==> src/rtl/dma_prog_sequencer_pkg.sv <==
// Register map, bit positions and sequencer state encodings for the DMA
// register-bus initiator.
package dma_reg_pkg;

   localparam logic [31:0] OFF_INTR       = 32'h00;
   localparam logic [31:0] OFF_CTRL       = 32'h04;
   localparam logic [31:0] OFF_IO_ADDR    = 32'h08;
   localparam logic [31:0] OFF_MEM_ADDR   = 32'h0C;
   localparam logic [31:0] OFF_STATUS     = 32'h14;
   localparam logic [31:0] OFF_XFER_CNT   = 32'h18;
   localparam logic [31:0] OFF_ERR_STATUS = 32'h20;
   localparam logic [31:0] OFF_CONFIG     = 32'h24;

   localparam int unsigned STATUS_BUSY_BIT = 0;
   localparam int unsigned STATUS_DONE_BIT = 1;
   localparam int unsigned ERR_BUS_LSB     = 0;
   localparam int unsigned ERR_BUS_MSB     = 4;
   localparam int unsigned ERR_CODE_LSB    = 8;
   localparam int unsigned ERR_CODE_MSB    = 15;
   localparam logic [31:0] ERR_CLR_ALL     = 32'h0000_001F;

   typedef logic [3:0] seq_state_e;

   localparam seq_state_e S_IDLE   = 4'd0;
   localparam seq_state_e S_W_CFG  = 4'd1;
   localparam seq_state_e S_W_IO   = 4'd2;
   localparam seq_state_e S_W_MEM  = 4'd3;
   localparam seq_state_e S_W_ECLR = 4'd4;
   localparam seq_state_e S_W_CTRL = 4'd5;
   localparam seq_state_e S_GAP    = 4'd6;
   localparam seq_state_e S_P_RD   = 4'd7;
   localparam seq_state_e S_P_CHK  = 4'd8;
   localparam seq_state_e S_C_RD   = 4'd9;
   localparam seq_state_e S_C_CHK  = 4'd10;
   localparam seq_state_e S_E_RD   = 4'd11;
   localparam seq_state_e S_E_CHK  = 4'd12;
   localparam seq_state_e S_RESP   = 4'd13;

   function automatic logic [31:0] reg_addr(input logic [31:0] base, input logic [31:0] off);
      return base + off;
   endfunction

endpackage

==> src/rtl/dma_prog_sequencer_poll_timer.sv <==
// Inter-poll gap down-counter and per-job STATUS read counter.
module dma_poll_timer #(
   parameter int unsigned POLL_GAP = 4,
   parameter int unsigned POLL_MAX = 1024
) (
   input  logic clk,
   input  logic rst,
   input  logic gap_run_i,
   input  logic poll_clr_i,
   input  logic poll_inc_i,
   output logic gap_done_o,
   output logic expired_o
);

   localparam int unsigned GAP_W = (POLL_GAP > 1) ? $clog2(POLL_GAP) : 1;
   localparam int unsigned CNT_W = $clog2(POLL_MAX + 1);
   localparam logic [GAP_W-1:0] GAP_LOAD = GAP_W'(POLL_GAP - 1);
   localparam logic [CNT_W-1:0] CNT_MAX  = CNT_W'(POLL_MAX);

   logic [GAP_W-1:0] gap_cnt_q, gap_cnt_d;
   logic [CNT_W-1:0] poll_cnt_q, poll_cnt_d;

   // Preloaded whenever outside GAP so GAP lasts exactly POLL_GAP cycles.
   always_comb begin
      gap_cnt_d = gap_cnt_q;
      if (!gap_run_i) begin
         gap_cnt_d = GAP_LOAD;
      end else if (gap_cnt_q != '0) begin
         gap_cnt_d = gap_cnt_q - 1'b1;
      end
   end

   always_comb begin
      poll_cnt_d = poll_cnt_q;
      if (poll_clr_i) begin
         poll_cnt_d = '0;
      end else if (poll_inc_i && (poll_cnt_q != CNT_MAX)) begin
         poll_cnt_d = poll_cnt_q + 1'b1;
      end
   end

   always_ff @(posedge clk) begin
      if (rst) begin
         gap_cnt_q  <= '0;
         poll_cnt_q <= '0;
      end else begin
         gap_cnt_q  <= gap_cnt_d;
         poll_cnt_q <= poll_cnt_d;
      end
   end

   assign gap_done_o = (gap_cnt_q == '0);
   assign expired_o  = (poll_cnt_q == CNT_MAX);

endmodule

==> src/rtl/dma_prog_sequencer.sv <==
// Register-bus initiator: programs one DMA job, polls STATUS until done or
// timeout, then returns TRANSFER_COUNT and ERROR_STATUS on a result handshake.
module dma_prog_sequencer
   import dma_reg_pkg::*;
#(
   parameter logic [31:0] BASE_ADDR = 32'h400,
   parameter int unsigned POLL_GAP  = 4,
   parameter int unsigned POLL_MAX  = 1024
) (
   input  logic        clk,
   input  logic        rst,
   input  logic        job_valid,
   output logic        job_ready,
   input  logic [31:0] job_io_addr,
   input  logic [31:0] job_mem_addr,
   input  logic [14:0] job_w_count,
   input  logic        job_io_mem,
   input  logic [8:0]  job_config,
   output logic        res_valid,
   input  logic        res_ready,
   output logic [31:0] res_count,
   output logic [4:0]  res_err,
   output logic [7:0]  res_err_code,
   output logic        res_timeout,
   output logic        wr_en,
   output logic        rd_en,
   output logic [31:0] addr,
   output logic [31:0] wdata,
   input  logic [31:0] rdata
);

   seq_state_e  state_q, state_d;
   logic [31:0] io_addr_q, io_addr_d;
   logic [31:0] mem_addr_q, mem_addr_d;
   logic [14:0] w_count_q, w_count_d;
   logic        io_mem_q, io_mem_d;
   logic [8:0]  cfg_q, cfg_d;
   logic        wr_en_q, wr_en_d;
   logic        rd_en_q, rd_en_d;
   logic [31:0] addr_q, addr_d;
   logic [31:0] wdata_q, wdata_d;
   logic [31:0] res_count_q, res_count_d;
   logic [4:0]  res_err_q, res_err_d;
   logic [7:0]  res_code_q, res_code_d;
   logic        res_timeout_q, res_timeout_d;

   logic job_accept;
   logic gap_done;
   logic poll_expired;
   logic status_done;

   assign job_accept  = job_valid && (state_q == S_IDLE);
   assign status_done = !rdata[STATUS_BUSY_BIT] && rdata[STATUS_DONE_BIT];

   dma_poll_timer #(
      .POLL_GAP (POLL_GAP),
      .POLL_MAX (POLL_MAX)
   ) u_timer (
      .clk        (clk),
      .rst        (rst),
      .gap_run_i  (state_q == S_GAP),
      .poll_clr_i (job_accept),
      .poll_inc_i (state_q == S_P_RD),
      .gap_done_o (gap_done),
      .expired_o  (poll_expired)
   );

   always_comb begin
      state_d       = state_q;
      io_addr_d     = io_addr_q;
      mem_addr_d    = mem_addr_q;
      w_count_d     = w_count_q;
      io_mem_d      = io_mem_q;
      cfg_d         = cfg_q;
      res_count_d   = res_count_q;
      res_err_d     = res_err_q;
      res_code_d    = res_code_q;
      res_timeout_d = res_timeout_q;
      wr_en_d       = 1'b0;
      rd_en_d       = 1'b0;
      addr_d        = '0;
      wdata_d       = '0;

      case (state_q)
         S_IDLE: begin
            if (job_accept) begin
               io_addr_d     = job_io_addr;
               mem_addr_d    = job_mem_addr;
               w_count_d     = job_w_count;
               io_mem_d      = job_io_mem;
               cfg_d         = job_config;
               res_timeout_d = 1'b0;
               state_d       = S_W_CFG;
            end
         end
         S_W_CFG:  state_d = S_W_IO;
         S_W_IO:   state_d = S_W_MEM;
         S_W_MEM:  state_d = S_W_ECLR;
         S_W_ECLR: state_d = S_W_CTRL;
         S_W_CTRL: state_d = S_GAP;
         S_GAP: begin
            if (gap_done) begin
               state_d = S_P_RD;
            end
         end
         S_P_RD:   state_d = S_P_CHK;
         S_P_CHK: begin
            if (status_done) begin
               state_d = S_C_RD;
            end else if (poll_expired) begin
               res_timeout_d = 1'b1;
               state_d       = S_C_RD;
            end else begin
               state_d = S_GAP;
            end
         end
         S_C_RD:   state_d = S_C_CHK;
         S_C_CHK: begin
            res_count_d = rdata;
            state_d     = S_E_RD;
         end
         S_E_RD:   state_d = S_E_CHK;
         S_E_CHK: begin
            res_err_d  = rdata[ERR_BUS_MSB:ERR_BUS_LSB];
            res_code_d = rdata[ERR_CODE_MSB:ERR_CODE_LSB];
            state_d    = S_RESP;
         end
         S_RESP: begin
            if (res_ready) begin
               state_d = S_IDLE;
            end
         end
         default:  state_d = S_IDLE;
      endcase

      // Bus strobes are decoded from the next state so they register together with it.
      case (state_d)
         S_W_CFG: begin
            wr_en_d = 1'b1;
            addr_d  = reg_addr(BASE_ADDR, OFF_CONFIG);
            wdata_d = {23'b0, cfg_d};
         end
         S_W_IO: begin
            wr_en_d = 1'b1;
            addr_d  = reg_addr(BASE_ADDR, OFF_IO_ADDR);
            wdata_d = io_addr_d;
         end
         S_W_MEM: begin
            wr_en_d = 1'b1;
            addr_d  = reg_addr(BASE_ADDR, OFF_MEM_ADDR);
            wdata_d = mem_addr_d;
         end
         S_W_ECLR: begin
            wr_en_d = 1'b1;
            addr_d  = reg_addr(BASE_ADDR, OFF_ERR_STATUS);
            wdata_d = ERR_CLR_ALL;
         end
         S_W_CTRL: begin
            wr_en_d = 1'b1;
            addr_d  = reg_addr(BASE_ADDR, OFF_CTRL);
            wdata_d = {15'b0, io_mem_d, w_count_d, 1'b1};
         end
         S_P_RD: begin
            rd_en_d = 1'b1;
            addr_d  = reg_addr(BASE_ADDR, OFF_STATUS);
         end
         S_C_RD: begin
            rd_en_d = 1'b1;
            addr_d  = reg_addr(BASE_ADDR, OFF_XFER_CNT);
         end
         S_E_RD: begin
            rd_en_d = 1'b1;
            addr_d  = reg_addr(BASE_ADDR, OFF_ERR_STATUS);
         end
         default: ;
      endcase
   end

   always_ff @(posedge clk) begin
      if (rst) begin
         state_q       <= S_IDLE;
         io_addr_q     <= '0;
         mem_addr_q    <= '0;
         w_count_q     <= '0;
         io_mem_q      <= 1'b0;
         cfg_q         <= '0;
         wr_en_q       <= 1'b0;
         rd_en_q       <= 1'b0;
         addr_q        <= '0;
         wdata_q       <= '0;
         res_count_q   <= '0;
         res_err_q     <= '0;
         res_code_q    <= '0;
         res_timeout_q <= 1'b0;
      end else begin
         state_q       <= state_d;
         io_addr_q     <= io_addr_d;
         mem_addr_q    <= mem_addr_d;
         w_count_q     <= w_count_d;
         io_mem_q      <= io_mem_d;
         cfg_q         <= cfg_d;
         wr_en_q       <= wr_en_d;
         rd_en_q       <= rd_en_d;
         addr_q        <= addr_d;
         wdata_q       <= wdata_d;
         res_count_q   <= res_count_d;
         res_err_q     <= res_err_d;
         res_code_q    <= res_code_d;
         res_timeout_q <= res_timeout_d;
      end
   end

   assign job_ready    = (state_q == S_IDLE);
   assign res_valid    = (state_q == S_RESP);
   assign res_count    = res_count_q;
   assign res_err      = res_err_q;
   assign res_err_code = res_code_q;
   assign res_timeout  = res_timeout_q;
   assign wr_en        = wr_en_q;
   assign rd_en        = rd_en_q;
   assign addr         = addr_q;
   assign wdata        = wdata_q;

endmodule

==> config.mk <==
export PLATFORM = sky130hd
export DESIGN_NAME = dma_prog_sequencer
export DESIGN_NICKNAME = d
export VERILOG_FILES = /design/src/rtl/dma_prog_sequencer_pkg.sv /design/src/rtl/dma_prog_sequencer_poll_timer.sv /design/src/rtl/dma_prog_sequencer.sv
export SDC_FILE = /design/constraint.sdc
export NUM_CORES = 1
export LEC_CHECK = 0
export CORE_MARGIN = 2
export CORE_UTILIZATION = 41
export CTS_CLUSTER_DIAMETER = 60
export CTS_CLUSTER_SIZE = 10
export DETAILED_ROUTE_END_ITERATION = 8
export GPL_TIMING_DRIVEN = 0
export HOLD_SLACK_MARGIN = 0.03
export PLACE_DENSITY_LB_ADDON = 0.05
export SLEW_MARGIN = 10
export SYNTH_ARGS = -nofsm -noshare
export SYNTH_HDL_FRONTEND = slang
export SYNTH_SLANG_ARGS = --single-unit
export TNS_END_PERCENT = 10
==> constraint.sdc <==
create_clock -name clk -period 1.85 [get_ports clk]
set_clock_uncertainty 0.2 [all_clocks]
set_input_delay 0.2775 -clock clk [delete_from_list [all_inputs] [get_ports clk]]
set_output_delay 0.2775 -clock clk [all_outputs]
set_load 0.02 [all_outputs]
==> results of run 1 <==
## layout make-up
type / count / area share [%]
inverters: 8 / 0.351
flip-flops and latches: 182 / 34.2
plain buffers: 94 / 6.51
well taps: 220 / 2.58
clock buffers: 19 / 4.15
repair buffers: 224 / 20.8
clock inverters: 13 / 1.59
multi-input cells: 622 / 29.8
## power by group
group | switching (mW) | internal [mW] | total (mW) | leakage, nW
Clock | 1.56 | 2.18 | 3.74 | 0.296
Sequential | 0.0848 | 4.10 | 4.18 | 1.48
Combinational | 0.784 | 0.711 | 1.49 | 2.76
Total | 2.43 | 6.99 | 9.42 | 4.53
## registers in the layout, indices dropped and copies added (netlist names)
| signal | cells |
|---|---|
| io_addr_q | 32 |
| mem_addr_q | 32 |
| res_count | 32 |
| wdata | 32 |
| w_count_q | 15 |
| u_timer.poll_cnt_q | 11 |
| res_err_code | 8 |
| addr | 5 |
| res_err | 5 |
| state_q | 4 |
| u_timer.gap_cnt_q | 2 |
| io_mem_q | 1 |
| rd_en | 1 |
| res_timeout | 1 |
| wr_en | 1 |
## worst register-to-register path, delay by kind of cell (launching register included)
| family | cells | cell delay, ns |
|---|---|---|
| AO/OA/AOI/OAI | 1 | 0.28 |
| buffers and inverters | 4 | 0.52 |
| flip-flops | 1 | 0.33 |
| AND/OR/NAND/NOR | 4 | 0.62 |
## cell usage in the layout (no fill, tap or decap), drive strengths merged, types with 4 or more instances in the layout
master and n:
dfxtp 182, and2 6, nor2 39, o21ai 14, conb 27, dlymetal6s2s 19
nand4 14, nor2b 8, a31oi 9, inv 11, clkdlybuf4s50 137, a21oi 148
a22oi 27, nor3 4, clkbuf 51, nand2 270, a221oi 4, buf 77
nand3 9, xor2 9, dlygate4sd2 53, clkinv 5
## metrics by stage
stage / setup slack [ns] / hold slack (ns) / total power [mW] / setup TNS (ns) / cells
2_1_floorplan: -0.0264 / 0.213 / 4.95 / -0.245 / 907
3_3_place_gp: -0.861 / 0.241 / 5.53 / -87.62 / 1338
5_1_grt: -0.213 / 0.199 / 9.76 / -8.34 / 1382
6_report: -0.159 / 0.193 / 9.42 / -3.11 / 1382
3_5_place_dp: -0.885 / 0.245 / 5.54 / -85.51 / 1338
4_1_cts: -0.163 / 0.179 / 9.37 / -6.76 / 1376
## kinds of logic (layout without fill, tap and decap cells)
family | count (synthesis) | count (layout) | share of synthesized area, %
and+or+nand+nor | 370 | 370 | 22.0
AOI/OAI and AO/OA | 209 | 209 | 16.5
DFF | 182 | 182 | 51.7
buffers and inverters | 103 | 358 | 7.57
xor gates and xnor gates | 11 | 11 | 1.37
adders and majority gates | 3 | 3 | 0.533
muxes | 2 | 2 | 0.320
other | 1 | 27 | 0.0532
## how the worst min path moves through the flow
stage | from | end | depth (start not counted) | slack [ns]
global route | job_mem_addr[28] | mem_addr_q[28]$_SDFF_PP0_ | 3 | 0.20
CTS | job_io_addr[24] | io_addr_q[24]$_SDFF_PP0_ | 3 | 0.18
global placement | res_count[9]$_SDFFE_PP0P_ | res_count[9]$_SDFFE_PP0P_ | 2 | 0.24
detailed placement | res_err_code[7]$_SDFFE_PP0P_ | res_err_code[7]$_SDFFE_PP0P_ | 2 | 0.25
finish | job_io_addr[24] | io_addr_q[24]$_SDFF_PP0_ | 3 | 0.19
floorplan | job_mem_addr[1] | mem_addr_q[1]$_SDFF_PP0_ | 2 | 0.21
## metal layers
layer / share of wire (%) / up-vias / global-route usage, %
li1: - / 3416 / -
met2: 48 / 236 / 39.2
met1: 42 / 3121 / 28.9
met5: 0 / - / 0
met3: 8.4 / 32 / 6.46
met4: 1.7 / 0 / 6.83
## timing repair
action | CTS | global route
buffers inserted | 6 | 5
pin swaps | 17 | 2
gates resized for setup | 142 | 101
setup endpoints to repair | 227 | 191
gates cloned | 1 | 1
==> metrics.txt, run 1 <==
run status=finished, violations left; failing checks=negative setup slack; core area=0.0167 mm²; yosys synthesis warning count=0; clock root buffer=clkbuf_16; critical path data required time=2.01 ns; critical path capture point type=flip-flop; area leader, netlist=dfxtp_1; Placement Cell Area=0.00953 mm²; drt via density=4.92; Final setup viols=43; Horiz. Die Dim=135 µm; # port buffers=211; critical path startpoint=state_q[1]$_SDFF_PP0_; Tcrit/Tclk final=109%; hold crit path type=primary input to flip-flop; r2r worst-path depth=9; cells along the critical path=or2_1 -> buf_6 -> a211o_1 -> or2_1 -> buf_6 -> inv_8 -> nand2_8 -> buf_12 -> nor2_4; final hold vios=0; most common cell in the netlist=nand2_1; clock latency on the worst-skew pair=0.43 ns; PnR worst setup slack=-0.159 ns; share of cells above drive strength 1=13.9%; Reg clk slew, reported paths=0.07 ns; grt ovf=0; vias in the first global route=6,506; largest net degree at the start of global routing=17; Slew @ Worst Pin=0.554 ns; Cells after Synth=881; flop-to-flop setup slack=-0.16 ns; CTS tree=yes; FILL cells=1,549; Main synth FF type=dfxtp_1; Post-CTS Hold Fix Bufs=0; Worst Path Max Fanout=6; crit path to=wdata[28]$_SDFF_PP0_; Die Y=135 µm; CP Depth=9; Avg WL per Cell=15.5 µm; reg2reg start=state_q[1]$_SDFF_PP0_; Worst path slowest cell=dfxtp_2; largest stage delay on the critical path=0.33 ns; Buf+Inv Stages, Crit Path=4; Yosys top cell area share=51.7%; EDFF count, synth=0; clock sink count=182; startpoint class of the critical path=flip-flop; I/O pin total=239; Top delay family on crit path=simple AND/OR/NAND/NOR gates; initial antenna violation count=0; Syn Std Cell Area=0.00705 mm²; Slew Limit Fails=0; cts bufs inserted=17; Post-synth ARST share=0%; area of the multi-input gates=0.00319 mm²; FF+latch area=0.00365 mm²; Max VDD drop=0.000693 V; RSZ-0062 raised after global routing=true; Initial DRC Count=360; Seq/Total Area, Yosys=51.7%; synthesized flop and latch total=182; Crit Path Category=flip-flop to flip-flop; die area=0.0182 mm²; Synth cell types=46; Final ANT Viol Nets=0; all-layer global routing usage=23.2%; Longest Clk Path Bufs=2; Area Overhead vs Synth=51.6%; DRC=0; Leak=4.53 nW; most frequent cells after synthesis=nand2_1 (269), dfxtp_1 (182), a21oi_1 (148); Slew HR=62.7%; highest clock rate=498 MHz; Layout Nets=1,277; RR Endpoint=wdata[28]$_SDFF_PP0_; min Tclk post-route=2.01 ns; Critical Path AT=2.17 ns; Initial Util=42.2%; CTS H-tree lvls=4; DRT Pass-1 Iters=5; Rows=47; total number of vias=6,805; Final Cell Area=0.0107 mm²; post-layout util=63.9%; gpl congestion=0.802; ANT cells=0; Max Cap Viol=0; syn_area_per_cell=8.00 µm²; DP HPWL=15.1 mm; PD cells=882 mW/mm²; DRT Wirelength=21.4 mm; first-pass GRT wire length=33.1 mm; top post-synthesis cells by area=dfxtp_1 (52%), nand2_1 (14%), a21oi_1 (11%)
(Power assumes the default switching activity.)
==> inputs of run 2 (changes only) <==
CELL_PAD_IN_SITES_DETAIL_PLACEMENT = 0   (was not set)
CELL_PAD_IN_SITES_GLOBAL_PLACEMENT = 1   (was not set)
CORE_UTILIZATION = 29   (was 41)
==> metrics.txt, run 2 (synthesis gave the netlist of run 1 again) <==
Area Overhead vs Synth=53.8% (was 51.6%); core area=0.0241 mm² (was 0.0167 mm²); min Tclk post-route=2.00 ns (was 2.01 ns); initial antenna violation count=0 (unchanged); Critical Path AT=2.18 ns (was 2.17 ns); PnR worst setup slack=-0.150 ns (was -0.159 ns); grt ovf=0 (unchanged); Worst path slowest cell=dfxtp_2 (unchanged); DRT Wirelength=23.9 mm (was 21.4 mm); total number of vias=6,708 (was 6,805); clock latency on the worst-skew pair=0.43 ns (about the same); critical path data required time=2.03 ns (was 2.01 ns); drt via density=4.51 (was 4.92); CTS H-tree lvls=4 (unchanged); hold crit path type=primary input to flip-flop (unchanged); run status=finished, violations left (unchanged); Layout Nets=1,280 (was 1,277); RSZ-0062 raised after global routing=true (unchanged); hold slack=0.180 ns (was 0.193 ns); Worst Path Max Fanout=7 (was 6); Initial DRC Count=337 (was 360); CTS tree=yes (unchanged); Tcrit/Tclk final=108% (was 109%); Crit Path Category=flip-flop to flip-flop (unchanged); cells along the critical path=or2_1 -> buf_6 -> a211o_1 -> or2_1 -> buf_6 -> inv_8 -> nand2_8 -> buf_8 -> nor2_2 (was or2_1 -> buf_6 -> a211o_1 -> or2_1 -> buf_6 -> inv_8 -> nand2_8 -> buf_12 -> nor2_4); ANT cells=0 (unchanged); Avg WL per Cell=16.0 µm (was 15.5 µm); PD cells=851 mW/mm² (was 882 mW/mm²); clock root buffer=clkbuf_16 (unchanged); vias in the first global route=6,557 (was 6,506); final hold vios=0 (unchanged); share of cells above drive strength 1=16.2% (was 13.9%); gpl congestion=0.804 (was 0.802); Slew HR=58.6% (was 62.7%); Slew @ Worst Pin=0.621 ns (was 0.554 ns); Rows=57 (was 47); Initial Util=29.2% (was 42.2%); Slew Limit Fails=0 (unchanged); DP HPWL=17.5 mm (was 15.1 mm); Die Y=160 µm (was 135 µm); Max Cap Viol=0 (unchanged); all-layer global routing usage=18.3% (was 23.2%); post-route insts no fill=1,488 (was 1,382); Leak=4.56 nW (was 4.53 nW); critical path capture point type=flip-flop (unchanged); die area=0.0256 mm² (was 0.0182 mm²); I/O pin total=239 (unchanged); Final setup viols=100 (was 43); # port buffers=211 (unchanged); Max VDD drop=0.000500 V (was 0.000693 V); failing checks=negative setup slack (unchanged); most frequent cells in the layout=nand2_1 (260), dfxtp_1 (178), a21oi_1 (137), clkdlybuf4s50_1 (126), dlygate4sd2_1 (67) (was nand2_1 (268), dfxtp_1 (179), a21oi_1 (146), clkdlybuf4s50_1 (137), dlygate4sd2_1 (53)); clock sink count=182 (unchanged); cts bufs inserted=17 (unchanged); DRT Pass-1 Iters=4 (was 5); first-pass GRT wire length=36.3 mm (was 33.1 mm); DRC=0 (unchanged); highest clock rate=500 MHz (was 498 MHz); Longest Clk Path Bufs=2 (unchanged); largest stage delay on the critical path=0.33 ns (about the same); largest net degree at the start of global routing=19 (was 17); Final ANT Viol Nets=0 (unchanged); Reg clk slew, reported paths=0.08 ns (was 0.07 ns); Placed Instances=1,442 (was 1,338); Horiz. Die Dim=160 µm (was 135 µm); commonest non-fill, non-tap cell in the layout=nand2_1 (unchanged); post-layout util=45.0% (was 63.9%); startpoint class of the critical path=flip-flop (unchanged)
-- run 2: cell types whose count changed in the layout (fill, tap and decap cells not counted), moves of 7 or more --
cell / before / now
clkdlybuf4s50_1: 137 / 126
a21oi_1: 146 / 137
a21oi_2: 2 / 11
nand2_2: 1 / 9
nand2_1: 268 / 260
dlygate4sd2_1: 53 / 67
buf_6: 19 / 12
-- run 2: per-layer routing --
layer  track usage, %  vias to the layer above  share of wire (%)
met2             31.2                      160                 48
met1             23.4                     3107                 46
met5                0                        -                  0
li1                 -                     3423                  -
met3             3.77                       18                4.4
met4             5.49                        0                1.4
-- run 2: stage by stage --
step                      area [µm²]  worst slack [ns]  total power [mW]  TNS [ns]
after floorplan                 7150           -0.0264              4.95    -0.245
after global routing           10800            -0.205              9.62    -15.74
after detailed placement        9660            -0.961              5.58    -98.66
final                          10800            -0.150              9.22     -4.51
after CTS                      10600            -0.168              9.27     -5.64
after global placement          9660            -0.963              5.58    -98.08
-- run 2: path summary, 6_finish.rpt --
path | startpoint | endpoint | slack (ns) | cells after the start
hold reg to reg | res_count[22]$_SDFFE_PP0P_ | res_count[22]$_SDFFE_PP0P_ | 0.25 | 2
setup reg to reg | state_q[1]$_SDFF_PP0_ | wdata[21]$_SDFF_PP0_ | -0.15 | 9
setup / recovery | state_q[1]$_SDFF_PP0_ | wdata[21]$_SDFF_PP0_ | -0.15 | 9
hold / removal | job_mem_addr[14] | mem_addr_q[14]$_SDFF_PP0_ | 0.18 | 3
-- run 2: layout make-up --
type | instances | area [µm²]
Fill cell | 2563 | 13300
Sequential cell | 182 | 3650
Tap cell | 324 | 405
Inverter | 8 | 37.5
Buffer | 91 | 676
Clock buffer | 17 | 425
Clock inverter | 14 | 131
Timing Repair Buffer | 229 | 2250
Multi-Input combinational cell | 623 | 3260
-- run 2: what timing repair did --
action / 4_1_cts / 5_1_grt
endpoints found under the hold margin: 0 / 0
resized for setup: 186 / 76
cloned: 3 / 1
hold buffers: 0 / 0
pin swaps: 18 / 6
setup buffers: 10 / 5
endpoints found under the setup margin: 245 / 190
-- run 2: worst max-delay path: cells and delay by family, from the launching register on --
kind                   cells  cell delay, ns
and+or+nand+nor            4            0.60
buffers and inverters      4            0.53
DFF                        1            0.33
AOI/OAI and AO/OA          1            0.28
-- run 2: power by group --
group / switching (mW) / internal, mW
clock network: 1.74 / 1.78
logic: 0.805 / 0.710
registers: 0.0930 / 4.10
total: 2.63 / 6.59
==> inputs of run 3 (changes only) <==
TNS_END_PERCENT = not set   (was 10)
==> metrics.txt, run 3 (synthesis gave the netlist of run 1 again) <==
CTS tree=yes (unchanged); Slew HR=61.2% (was 58.6%); Initial Util=29.2% (unchanged); first-pass GRT wire length=37.1 mm (was 36.3 mm); critical path data required time=1.37 ns (was 2.03 ns); clock latency on the worst-skew pair=0.43 ns (about the same); min Tclk post-route=2.05 ns (was 2.00 ns); cts bufs inserted=17 (unchanged); gpl congestion=0.776 (was 0.804); Post-CTS Hold Fix Bufs=0 (unchanged); FILL cells=2,511 (was 2,563); Tcrit/Tclk final=111% (was 108%); drt via density=4.49 (was 4.51); startpoint class of the critical path=flip-flop (unchanged); initial antenna violation count=0 (unchanged); highest clock rate=487 MHz (was 500 MHz); Max Cap Viol=0 (unchanged); Worst path slowest cell=dfxtp_4 (was dfxtp_2); Pwr Total=9.31 mW (was 9.22 mW); run status=finished, violations left (unchanged); RSZ-0062 raised after global routing=true (unchanged); largest stage delay on the critical path=0.36 ns (was 0.33 ns); PD cells=850 mW/mm² (was 851 mW/mm²); Leak=4.62 nW (was 4.56 nW); cells along the critical path=or2_0 -> buf_4 -> buf_12 -> nor3_4 -> buf_6 (was or2_1 -> buf_6 -> a211o_1 -> or2_1 -> buf_6 -> inv_8 -> nand2_8 -> buf_8 -> nor2_2); Horiz. Die Dim=160 µm (unchanged); clock sink count=182 (unchanged); largest net degree at the start of global routing=19 (unchanged); die area=0.0256 mm² (unchanged); final hold vios=0 (unchanged); Most Used Layer, Global Route=met2 (unchanged); hold slack=0.185 ns (was 0.180 ns); Top delay family on crit path=buffers and inverters (was simple AND/OR/NAND/NOR gates); met2 GRT Util=32.3% (was 31.2%); Final TNS setup=-5.22 ns (was -4.51 ns); core area=0.0241 mm² (unchanged); Slew Limit Fails=0 (unchanged); Layout Nets=1,284 (was 1,280); Max VDD drop=0.000568 V (was 0.000500 V); # port buffers=211 (unchanged); CTS H-tree lvls=4 (unchanged); clock root buffer=clkbuf_16 (unchanged); DRT Wirelength=24.0 mm (was 23.9 mm); critical path capture point type=output port (was flip-flop); Worst Path Max Fanout=5 (was 7); grt ovf=0 (unchanged); share of cells above drive strength 1=16.8% (was 16.2%); Initial DRC Count=294 (was 337); Longest Clk Path Bufs=2 (unchanged); post-layout util=45.5% (was 45.0%); Critical Path AT=1.58 ns (was 2.18 ns); Avg WL per Cell=16.1 µm (was 16.0 µm); Rows=57 (unchanged); PnR worst setup slack=-0.204 ns (was -0.150 ns); Die Y=160 µm (unchanged); commonest non-fill, non-tap cell in the layout=nand2_1 (unchanged); Final ANT Viol Nets=0 (unchanged); all-layer global routing usage=18.7% (was 18.3%); total number of vias=6,697 (was 6,708); M1 GR Usage=23.7% (was 23.4%); most frequent cells in the layout=nand2_1 (267), dfxtp_1 (178), a21oi_1 (138), clkdlybuf4s50_1 (128), dlygate4sd2_1 (64) (was nand2_1 (260), dfxtp_1 (178), a21oi_1 (137), clkdlybuf4s50_1 (126), dlygate4sd2_1 (67)); hold crit path type=primary input to flip-flop (unchanged); DRC=0 (unchanged); Crit Path Category=flip-flop to output port (was flip-flop to flip-flop); Buf+Inv Stages, Crit Path=3 (was 4); Area Overhead vs Synth=55.5% (was 53.8%); setup slack at placement=-0.939 ns (was -0.961 ns); Final setup viols=99 (was 100); failing checks=negative setup slack (unchanged); Slew @ Worst Pin=0.583 ns (was 0.621 ns); DP HPWL=17.5 mm (about the same); Reg clk slew, reported paths=0.08 ns (about the same); vias in the first global route=6,678 (was 6,557); DRT Pass-1 Iters=4 (unchanged); I/O pin total=239 (unchanged); met3 GRT Util=4.88% (was 3.77%); ANT cells=0 (unchanged)
[run 3: cell count changes in the layout (fill, tap and decap cells not counted), moves of 4 or more]
cell,before,now
nand2_1,260,267
nor2_4,9,17
buf_6,12,17
nor2_1,26,20
nand2_2,9,2
buf_4,53,49
clkbuf_4,4,11
[run 3: per-layer routing]
| metal | wire (µm) | vias up | share of wire, % |
|---|---|---|---|
| li1 | - | 3420 | - |
| met1 | 10900 | 3122 | 45 |
| met2 | 11900 | 150 | 49 |
| met3 | 1210 | 5 | 5.0 |
| met4 | 106 | 0 | 0.44 |
| met5 | 0 | - | 0 |
[run 3: path summary, 6_finish.rpt]
path / end / depth (start not counted) / startpoint / slack (ns)
setup / recovery: job_ready / 5 / state_q[0]$_SDFF_PP0_ / -0.20
hold / removal: mem_addr_q[14]$_SDFF_PP0_ / 3 / job_mem_addr[14] / 0.18
hold reg to reg: res_err_code[5]$_SDFFE_PP0P_ / 2 / res_err_code[5]$_SDFFE_PP0P_ / 0.25
setup reg to reg: w_count_q[0]$_SDFF_PP0_ / 8 / state_q[0]$_SDFF_PP0_ / -0.15
[run 3: final cells by class]
class	count	area, µm²	area share [%]
Clock buffer	18	439	4.01
Multi-Input combinational cell	622	3290	30.1
Clock inverter	13	131	1.20
Buffer	92	703	6.42
Timing Repair Buffer	233	2290	20.9
Tap cell	324	405	3.70
Inverter	8	35.0	0.320
Sequential cell	182	3650	33.3
[run 3: where the power goes]
group / switching (mW) / internal (mW)
combinational: 0.812 / 0.738
sequential: 0.0913 / 4.10
clock: 1.75 / 1.82
[run 3: stage by stage]
| stage | area (µm²) | instances |
|---|---|---|
| 2_1_floorplan | 7150 | 907 |
| 3_3_place_gp | 9670 | 1442 |
| 3_5_place_dp | 9670 | 1442 |
| 4_1_cts | 10500 | 1483 |
| 5_1_grt | 11000 | 1492 |
| 6_report | 11000 | 1492 |
[run 3: worst register-to-register path, delay by kind of cell, from the launching register on]
family | cells | cell delay, ns
and+or+nand+nor | 3 | 0.63
buffers and inverters | 4 | 0.63
DFF | 1 | 0.36
AOI/OAI and AO/OA | 1 | 0.06
[run 3: what timing repair did]
action	in CTS	in global routing
cloned	2	1
setup buffers	9	11
pin swaps	16	14
endpoints found under the setup margin	242	192
gates resized for setup	162	138
